**src/rtl/rf_write_arbiter_if.sv**
```systemverilog
// Bundle of the register-file write-port arbitration signals.
// The master drives pipeline and MDU requests. The slave is the arbiter.
interface rf_write_arbiter_if #(
  parameter int ADDRESS_WIDTH = 5,
  parameter int DATA_WIDTH    = 32
);
  logic                          pipe_we;
  logic [ADDRESS_WIDTH-1:0]      pipe_addr;
  logic [DATA_WIDTH-1:0]         pipe_wd;
  logic                          mdu_issue;
  logic [ADDRESS_WIDTH-1:0]      mdu_issue_rd;
  logic                          mdu_valid;
  logic [ADDRESS_WIDTH-1:0]      mdu_rd;
  logic [DATA_WIDTH-1:0]         mdu_wd;
  logic                          mdu_ready;
  logic                          pipe_stall;
  logic [2**ADDRESS_WIDTH-1:0]   busy;
  logic                          we3;
  logic [ADDRESS_WIDTH-1:0]      write_addr;
  logic [DATA_WIDTH-1:0]         wd3;

  modport master (
    output pipe_we, pipe_addr, pipe_wd, mdu_issue, mdu_issue_rd,
           mdu_valid, mdu_rd, mdu_wd,
    input  mdu_ready, pipe_stall, busy, we3, write_addr, wd3
  );

  modport slave (
    input  pipe_we, pipe_addr, pipe_wd, mdu_issue, mdu_issue_rd,
           mdu_valid, mdu_rd, mdu_wd,
    output mdu_ready, pipe_stall, busy, we3, write_addr, wd3
  );
endinterface

```
**src/rtl/rf_write_arbiter.sv**
```systemverilog
// Shares the register-file write port between pipeline writeback (priority)
// and buffered MDU results, with starvation-forced drains and a busy scoreboard.
module rf_write_arbiter #(
  parameter int ADDRESS_WIDTH = 5,
  parameter int DATA_WIDTH    = 32,
  parameter int STARVE_LIMIT  = 4
) (
  input  logic clk,
  input  logic rst_n,
  rf_write_arbiter_if.slave bus
);
  localparam int NREGS = 2**ADDRESS_WIDTH;
  localparam logic [3:0] LIMIT = 4'(STARVE_LIMIT);

  logic [ADDRESS_WIDTH-1:0] fifo_rd_q [2];
  logic [ADDRESS_WIDTH-1:0] fifo_rd_d [2];
  logic [DATA_WIDTH-1:0]    fifo_wd_q [2];
  logic [DATA_WIDTH-1:0]    fifo_wd_d [2];
  logic                     wr_ptr_q, wr_ptr_d;
  logic                     rd_ptr_q, rd_ptr_d;
  logic [1:0]               count_q, count_d;
  logic [3:0]               wait_q, wait_d;
  logic                     pipe_stall_q, pipe_stall_d;
  logic [NREGS-1:0]         busy_q, busy_d;
  logic                     we3_q, we3_d;
  logic [ADDRESS_WIDTH-1:0] write_addr_q, write_addr_d;
  logic [DATA_WIDTH-1:0]    wd3_q, wd3_d;

  logic                     pipe_req;
  logic                     accept;
  logic                     push;
  logic                     pop;
  logic [ADDRESS_WIDTH-1:0] head_rd;
  logic [DATA_WIDTH-1:0]    head_wd;

  assign bus.mdu_ready  = (count_q < 2'd2);
  assign bus.pipe_stall = pipe_stall_q;
  assign bus.busy       = busy_q;
  assign bus.we3        = we3_q;
  assign bus.write_addr = write_addr_q;
  assign bus.wd3        = wd3_q;

  // Pop only looks at entries already counted, so a result accepted this
  // cycle always spends at least one cycle in the buffer.
  always_comb begin
    pipe_req = bus.pipe_we && (bus.pipe_addr != '0);
    accept   = bus.mdu_valid && (count_q < 2'd2);
    push     = accept && (bus.mdu_rd != '0);
    pop      = !pipe_req && (count_q != 2'd0);
    head_rd  = fifo_rd_q[rd_ptr_q];
    head_wd  = fifo_wd_q[rd_ptr_q];

    fifo_rd_d = fifo_rd_q;
    fifo_wd_d = fifo_wd_q;
    wr_ptr_d  = wr_ptr_q;
    rd_ptr_d  = rd_ptr_q;
    count_d   = count_q;

    if (push) begin
      fifo_rd_d[wr_ptr_q] = bus.mdu_rd;
      fifo_wd_d[wr_ptr_q] = bus.mdu_wd;
      wr_ptr_d            = ~wr_ptr_q;
    end
    if (pop) begin
      rd_ptr_d = ~rd_ptr_q;
    end
    if (push && !pop) begin
      count_d = count_q + 2'd1;
    end else if (pop && !push) begin
      count_d = count_q - 2'd1;
    end

    // Saturating wait counter so a very long wait cannot wrap below the limit.
    if ((count_q == 2'd0) || pop) begin
      wait_d = 4'd0;
    end else if (wait_q != 4'hF) begin
      wait_d = wait_q + 4'd1;
    end else begin
      wait_d = wait_q;
    end
    pipe_stall_d = (wait_d >= LIMIT);

    busy_d = busy_q;
    if (pop) begin
      busy_d[head_rd] = 1'b0;
    end
    if (bus.mdu_issue && (bus.mdu_issue_rd != '0)) begin
      busy_d[bus.mdu_issue_rd] = 1'b1;
    end
    busy_d[0] = 1'b0;

    we3_d        = 1'b0;
    write_addr_d = write_addr_q;
    wd3_d        = wd3_q;
    if (pipe_req) begin
      we3_d        = 1'b1;
      write_addr_d = bus.pipe_addr;
      wd3_d        = bus.pipe_wd;
    end else if (pop) begin
      we3_d        = 1'b1;
      write_addr_d = head_rd;
      wd3_d        = head_wd;
    end
  end

  always_ff @(posedge clk or negedge rst_n) begin
    if (!rst_n) begin
      fifo_rd_q[0] <= '0;
      fifo_rd_q[1] <= '0;
      fifo_wd_q[0] <= '0;
      fifo_wd_q[1] <= '0;
      wr_ptr_q     <= 1'b0;
      rd_ptr_q     <= 1'b0;
      count_q      <= 2'd0;
      wait_q       <= 4'd0;
      pipe_stall_q <= 1'b0;
      busy_q       <= '0;
      we3_q        <= 1'b0;
      write_addr_q <= '0;
      wd3_q        <= '0;
    end else begin
      fifo_rd_q    <= fifo_rd_d;
      fifo_wd_q    <= fifo_wd_d;
      wr_ptr_q     <= wr_ptr_d;
      rd_ptr_q     <= rd_ptr_d;
      count_q      <= count_d;
      wait_q       <= wait_d;
      pipe_stall_q <= pipe_stall_d;
      busy_q       <= busy_d;
      we3_q        <= we3_d;
      write_addr_q <= write_addr_d;
      wd3_q        <= wd3_d;
    end
  end
endmodule

```
**src/flat_wrapper.sv**
```systemverilog
// flat-port wrapper written by rule: the top's interface ports become plain ports
module rf_write_arbiter_flat 
#(
  parameter int ADDRESS_WIDTH = 5,
  parameter int DATA_WIDTH    = 32,
  parameter int STARVE_LIMIT  = 4
)
  (clk, rst_n, bus_pipe_we, bus_pipe_addr, bus_pipe_wd, bus_mdu_issue, bus_mdu_issue_rd, bus_mdu_valid, bus_mdu_rd, bus_mdu_wd, bus_mdu_ready, bus_pipe_stall, bus_busy, bus_we3, bus_write_addr, bus_wd3);
  rf_write_arbiter_if #(.ADDRESS_WIDTH(ADDRESS_WIDTH), .DATA_WIDTH(DATA_WIDTH)) bus_i ();
  input  logic clk;
  input  logic rst_n;
  input wire logic [$bits(bus_i.pipe_we)-1:0] bus_pipe_we;
  input wire logic [$bits(bus_i.pipe_addr)-1:0] bus_pipe_addr;
  input wire logic [$bits(bus_i.pipe_wd)-1:0] bus_pipe_wd;
  input wire logic [$bits(bus_i.mdu_issue)-1:0] bus_mdu_issue;
  input wire logic [$bits(bus_i.mdu_issue_rd)-1:0] bus_mdu_issue_rd;
  input wire logic [$bits(bus_i.mdu_valid)-1:0] bus_mdu_valid;
  input wire logic [$bits(bus_i.mdu_rd)-1:0] bus_mdu_rd;
  input wire logic [$bits(bus_i.mdu_wd)-1:0] bus_mdu_wd;
  output wire logic [$bits(bus_i.mdu_ready)-1:0] bus_mdu_ready;
  output wire logic [$bits(bus_i.pipe_stall)-1:0] bus_pipe_stall;
  output wire logic [$bits(bus_i.busy)-1:0] bus_busy;
  output wire logic [$bits(bus_i.we3)-1:0] bus_we3;
  output wire logic [$bits(bus_i.write_addr)-1:0] bus_write_addr;
  output wire logic [$bits(bus_i.wd3)-1:0] bus_wd3;
  assign bus_i.pipe_we = bus_pipe_we;
  assign bus_i.pipe_addr = bus_pipe_addr;
  assign bus_i.pipe_wd = bus_pipe_wd;
  assign bus_i.mdu_issue = bus_mdu_issue;
  assign bus_i.mdu_issue_rd = bus_mdu_issue_rd;
  assign bus_i.mdu_valid = bus_mdu_valid;
  assign bus_i.mdu_rd = bus_mdu_rd;
  assign bus_i.mdu_wd = bus_mdu_wd;
  assign bus_mdu_ready = bus_i.mdu_ready;
  assign bus_pipe_stall = bus_i.pipe_stall;
  assign bus_busy = bus_i.busy;
  assign bus_we3 = bus_i.we3;
  assign bus_write_addr = bus_i.write_addr;
  assign bus_wd3 = bus_i.wd3;
  rf_write_arbiter #(.ADDRESS_WIDTH(ADDRESS_WIDTH), .DATA_WIDTH(DATA_WIDTH), .STARVE_LIMIT(STARVE_LIMIT)) u_core (.clk(clk), .rst_n(rst_n), .bus(bus_i));
endmodule
```
**config.mk**
```make
export PLATFORM = sky130hd
export DESIGN_NAME = rf_write_arbiter_flat
export DESIGN_NICKNAME = d
export VERILOG_FILES = /design/src/rtl/rf_write_arbiter_if.sv /design/src/rtl/rf_write_arbiter.sv /design/src/flat_wrapper.sv
export SDC_FILE = /design/constraint.sdc
export NUM_CORES = 1
export LEC_CHECK = 0
export CAP_MARGIN = 20
export CELL_PAD_IN_SITES_DETAIL_PLACEMENT = 0
export CELL_PAD_IN_SITES_GLOBAL_PLACEMENT = 1
export CORE_ASPECT_RATIO = 0.6
export CORE_MARGIN = 3
export CORE_UTILIZATION = 40
export CTS_BUF_LIST = sky130_fd_sc_hd__clkbuf_8
export DETAILED_ROUTE_END_ITERATION = 16
export DONT_BUFFER_PORTS = 1
export GPL_TIMING_DRIVEN = 1
export PLACE_DENSITY_LB_ADDON = 0.1
export RECOVER_POWER = 100
export SLEW_MARGIN = 10
export SYNTH_ARGS = -nofsm -noshare
export SYNTH_HDL_FRONTEND = slang
export SYNTH_SLANG_ARGS = --single-unit
```
**constraint.sdc**
```tcl
create_clock -name clk -period 2.15 [get_ports clk]
set_input_delay 0.215 -clock clk [delete_from_list [all_inputs] [get_ports clk]]
set_output_delay 0.215 -clock clk [all_outputs]
set_load 0.03 [all_outputs]
```
# == Word level (Yosys, flattened, before mapping) ==
# Index checks and enable logic that the tools add are counted.
# word_totals
regBits,152
in_bits,84
output_inout_bits,72
word_cells,82
# classes
n_addsub,3
order_cmp,9
eq_ne,1
muxes,28
bitwise,7
n_reduce_logical,21
# op_table
operator,count
2-to-1 mux 32 bit,8
bitwise mux 64 bit,1
AND 32 bit,1
demux 32 bit (select 1 bit),1
inverter 32 bit,1
bitwise OR 32 bit,1
2-to-1 mux 5 bit,6
nonzero test 5 bit,3
"< comparator 5 x 6 -> 1 bit, second input constant",2
bitwise mux 10 bit,1
demux 1 bit (select 5 bit),2
">= comparator 5 x 1 -> 1 bit, second input constant",2
logical AND 1 bit,10
2-to-1 mux 4 bit,2
nonzero test 2 bit,3
demux 5 bit (select 1 bit),1
"adder 4 x 1 -> 4 bit, second input constant",1
">= comparator 2 bit, second input constant",2
">= comparator 4 x 3 -> 1 bit, second input constant",1
2-to-1 mux 1 bit,4
2-to-1 mux 2 bit,2
"inequality test 4 bit, second input constant",1
inverter 1 -> 2 bit,2
zero test 1 bit,3
other kinds (7),8

# == Logic depth before layout (Yosys ltp) ==
# logic_depth
word_depth,13
ltp_mapped,7
depth_no_buf,7

# == Worst setup path before layout ==
# Ideal clock, no wire load.
# synth_timing
kind,input port to flip-flop
startpoint,input bus_pipe_addr[0]
endpoint,register u_core.count_q[1]
setup_time_ps,132
arrival_time_ps,1667
required_ps,2018
path_slack_ps,351
cell_stages,7
n_path_buf,0
path_cell_list,or4_1 > o21a_4 > nand2b_1 > ha_1 > xor2_1 > nor2_1 > xnor2_1
# synth_via
elab_chain_len,7
elab_cells_between_ends,9
classes_between,mux: 1; reduce/logical: 8
# synth_lines
element,line,text
start: declaration,flat_wrapper.sv:13,input wire logic [$bits(bus_i.pipe_addr)-1:0] bus_pipe_addr;
nonzero test 5 bit *,rf_write_arbiter.sv:46,pipe_req = bus.pipe_we && (bus.pipe_addr != '0);
logical AND 1 bit *,rf_write_arbiter.sv:46,
zero test 1 bit *,rf_write_arbiter.sv:49,pop = !pipe_req && (count_q != 2'd0);
logical AND 1 bit *,rf_write_arbiter.sv:49,
zero test 1 bit,rf_write_arbiter.sv:67,if (push && !pop) begin
logical AND 1 bit,rf_write_arbiter.sv:67,
2-to-1 mux 2 bit or nonzero test 2 bit (tied branches),-,
end signal: assignment,rf_write_arbiter.sv:126,count_q <= count_d;
end: declaration,rf_write_arbiter.sv:21,"logic [1:0] count_q, count_d;"
# Every way passes the cells marked *; elsewhere a longest branch is shown, timed or not.
# A chain may end at the register's enable or synchronous reset.

# == Final worst setup path ==
# layout_timing
startpoint,register u_core.count_q[1]
endpoint,register u_core.fifo_wd_q[8] (netlist bit)
# layout_via
elab_chain_len,3
# layout_lines
element,line,text
< comparator 2 bit,rf_write_arbiter.sv:47,accept = bus.mdu_valid && (count_q < 2'd2);
logical AND 1 bit,rf_write_arbiter.sv:47,
logical AND 1 bit,rf_write_arbiter.sv:48,push = accept && (bus.mdu_rd != '0);
named net u_core.push,rf_write_arbiter.sv:31,logic push;
end signal: assignment,rf_write_arbiter.sv:123,fifo_wd_q <= fifo_wd_d;
end: declaration,rf_write_arbiter.sv:17,logic [DATA_WIDTH-1:0] fifo_wd_q [2];
# The timed path passes the listed nets, and every way through them passes these cells.

==> impl_summary.log <==
[metrics] run status: complete, but fails checks
[metrics] failing checks: hold timing
[metrics] die boundary height: approximately 110 um
[metrics] ys flop type: dfrtp_1
[metrics] initial drt markers: about 380
[metrics] layout cell share with drive strength beyond 1: ~11%
[metrics] Critical Path Sink: u_core.fifo_wd_q[8]$_DFFE_PN0P_
[metrics] full die area: 19080 um2
[metrics] number of cells traversed by the worst register-to-register path: 6
[metrics] Final Instance Area: between 8000 and 9000 um2
[metrics] CTS clk-pin slew, worst paths: ~80 ps
[metrics] layout-stage area growth over the synthesis result: 19.64%
[metrics] largest net degree at the start of global routing: between 150 and 200
[metrics] placeable core region: 16620 um2
[metrics] total half-perimeter wirelength after legalization and detailed placement: 12470 um
[metrics] CP Launch Type: flop
[metrics] Slew HR: about two fifths
[metrics] initial antenna violation count: 0
[metrics] Max IR drop VDD: roughly 640 uV
[metrics] Leakage Power: 3.729 nW
[metrics] largest buffer count on any clock path: 2
[metrics] fin. max-slew vios: 0
[metrics] count of nets left with antenna violations after detail routing: 0
[metrics] min cycle time layout: 1907 ps
[metrics] number of distinct library cell variants in the gate-level netlist after synthesis: 42
[metrics] setup tns final: 0 ps
[metrics] per-cell routed wire length: 19.46 um
[metrics] Hold-fix buffers, CTS: between 80 and 90
[metrics] area of the mapped netlist: about 7000 um2
[metrics] crit path max fanout: 19
[metrics] number of synthesized register bits: 152
[metrics] Num CTS Buffers: 17
[metrics] number of hold violations in the final report: between 150 and 200
[metrics] R2R Path End: u_core.fifo_wd_q[8]$_DFFE_PN0P_
[metrics] Fillers: 1512
[metrics] startpoint-to-endpoint class of the critical path: flop to flop
[metrics] total congestion overflow: 0
[metrics] sort of element at the end of the critical path: flop
[metrics] GRT Util Overall: between 10% and 20%
[metrics] HP Class: input port to async pin
[metrics] Placement Rows: 36
[metrics] final worst clock skew: just over 8 ps
[metrics] TritonCTS clock tree: done
[metrics] EDFF count, synth: 0
[metrics] clock sink count: ~150
[metrics] slack of the worst reg-to-reg path: around 240 ps
[metrics] count of unresolved DRC violations after routing: 0
[metrics] floorplan die width: about 180 um
[metrics] post-place instance area: between 7000 and 8000 um2
[metrics] CTS H-tree depth: 4
[metrics] Worst-Margin Slew: between 900 and 1000 ps
[metrics] worst reg2reg path startpoint: u_core.count_q[1]$_DFFE_PN0P_
[metrics] timing startpoint of the critical path: u_core.count_q[1]$_DFFE_PN0P_
[metrics] post-detailed-route via-to-cell ratio: 5.278
[metrics] Boundary Pins: around 160
[metrics] number of antenna repair diodes: 0
[metrics] number of iterations in the first detailed-routing pass: 5
[metrics] number of port buffers: 0
[metrics] Cell Pwr Density: about 1500 nW/um2
[metrics] maximum clock rate: approximately 520 MHz
[metrics] fin crit share: 88.69%
[metrics] final-layout worst hold slack: -536.7 ps
[metrics] vias in the first global route: ~5.1k
[metrics] final count of negative-setup-slack endpoints: 0
[metrics] clock latency of the later-clocked register in the worst-skew pair: 440 ps
[metrics] Final Wtd Congestion: 0.8205
[metrics] CP required: 2470 ps
[metrics] signal arrival time at the worst endpoint: 2220 ps
[metrics] nets: ~800
[metrics] Mapped Nets: 695
[metrics] Final Routed Wirelength: 18180 um
[metrics] Syn Area/Cell: roughly 11 um2
[metrics] Max Cap Viol: 0
[metrics] fraction of the yosys area taken by sequential cells: between 50% and 60%
[metrics] starting density of the core: 41.90%
[metrics] async set or reset register ratio after synthesis: 100.0%
[metrics] first-pass GRT wire length: roughly 29000 um
[metrics] clock root buffer: clkbuf_8
[metrics] post-synthesis cell count: just over 600
[metrics] Warnings, synthesis: 0
[metrics] unrepaired setup endpoints after global routing: false
[metrics] routed via count: between 4k and 5k
-- cell families (layout without fill, tap and decap cells) --
| group | Yosys count | after routing | share of synthesized area (%) |
|---|---|---|---|
| and+or+nand+nor | 155 | 155 | 10.08 |
| DFF | 152 | 152 | 54.62 |
| AOI/OAI and AO/OA | 126 | 126 | 10.76 |
| muxes | 115 | 115 | 19.53 |
| buffers and inverters | 52 | 149 | 3.845 |
| xor gates and xnor gates | 6 | 6 | 0.7546 |
| adders and majority gates | 2 | 2 | 0.3593 |
| other | 1 | 1 | 0.05385 |
-- registers in the layout (all words and copies together) (netlist names), 2 cells and up --
register / flops
u_core.bus.wd3: 32
u_core.wait_q: 4
u_core.fifo_wd_q: 64
u_core.bus.write_addr: 5
u_core.bus.busy: 31
u_core.fifo_rd_q: 10
u_core.count_q: 2
-- repair_timing --
item / 4_1_cts / 5_1_grt
buffers inserted: 0 / 0
gates resized for setup: 0 / 1
endpoints found under the setup margin: 0 / 1
hold endpoints to repair: 275 / 152
-- metal layers --
layer  track usage, %  part of all wire, %  vias up
li1                 -                    -     2290
met1            31.20                   51     2439
met2            26.60                   40      183
met3            5.649                  8.1       18
met4            5.154                 0.85        0
met5                0                    0        -
-- critical path: stages (launching register included) --
cell and delay (ps):
dfrtp_1 450, nor2b_1 220, o21ai_4 110, inv_1 90, nand2_1 190, clkbuf_4 350
mux2_1 380
-- final cells by class --
| class | count | area (um2) | area share [%] |
|---|---|---|---|
| tap | 228 | 285.3 | 3.424 |
| inverter | 19 | 71.32 | 0.8560 |
| sequential | 152 | 3805 | 45.67 |
| clock inverter | 13 | 153.9 | 1.847 |
| multi-input combinational | 405 | 2801 | 33.62 |
| clock buffer | 19 | 261.5 | 3.139 |
| timing repair buffer | 98 | 953.4 | 11.44 |
-- metrics by stage --
step           setup WS (ps)  util, %  hold slack [ps]  cells  total power [mW]
6_report               243.2    50.13           -536.7    934             12.25
5_1_grt                104.1    50.13           -586.3    934             13.15
4_1_cts                291.5    50.98           -581.9    934             12.70
3_5_place_dp           131.1    43.48           -76.16    819             10.23
3_3_place_gp           155.2    43.48           -75.79    819             10.09
2_1_floorplan          351.4        -           -80.59    609             8.973
-- how the worst min path moves through the flow --
stage | from | to | slack, ps | cells after the start
after global routing | rst_n | u_core.bus.write_addr[0]$_DFFE_PN0P_ | -590 | 0
final | rst_n | u_core.bus.busy[7]$_DFF_PN0_ | -540 | 0
after CTS | rst_n | u_core.bus.busy[7]$_DFF_PN0_ | -580 | 0
after global placement | rst_n | u_core.bus.busy[7]$_DFF_PN0_ | -80 | 0
after detailed placement | rst_n | u_core.bus.busy[7]$_DFF_PN0_ | -80 | 0
after floorplan | rst_n | u_core.bus.busy[10]$_DFF_PN0_ | -80 | 0
-- cells in the final DEF, fill, tap and decap left out, drive strengths merged, types with 8 or more instances in the layout --
master,n
dfrtp,152
dlygate4sd3,83
mux2,77
nand2,76
o21ai,56
nor2,50
mux2i,38
a21oi,35
clkbuf,25
inv,20
o31ai,15
buf,9
nand3,8
-- synthesized netlist by cell type, types with 3 or more instances --
cell type | n | area share (%)
dfrtp_1 | 152 | 55
nand2_1 | 75 | 4.0
o21ai_0 | 54 | 3.9
nor2_1 | 48 | 2.6
mux2i_1 | 38 | 5.5
a21oi_1 | 35 | 2.5
mux2_1 | 30 | 4.9
mux2_4 | 30 | 6.5
inv_1 | 18 | 0.97
clkbuf_1 | 17 | 0.92
mux2_2 | 17 | 2.7
o31ai_1 | 15 | 1.6
buf_6 | 8 | 1.3
a22oi_1 | 7 | 0.75
a32oi_1 | 7 | 0.88
nand2b_1 | 6 | 0.54
nand3_1 | 6 | 0.43
xnor2_1 | 5 | 0.63
buf_2 | 4 | 0.29
or3_1 | 4 | 0.36
nor2b_1 | 3 | 0.27
-- power by group --
group          switching, mW  leakage, nW  total, mW  internal [mW]
logic                   2.17         1.74       4.03           1.86
clock network           1.09        0.209       2.29           1.20
registers               1.85         1.78       5.93           4.08
(Power assumes the default switching activity.)
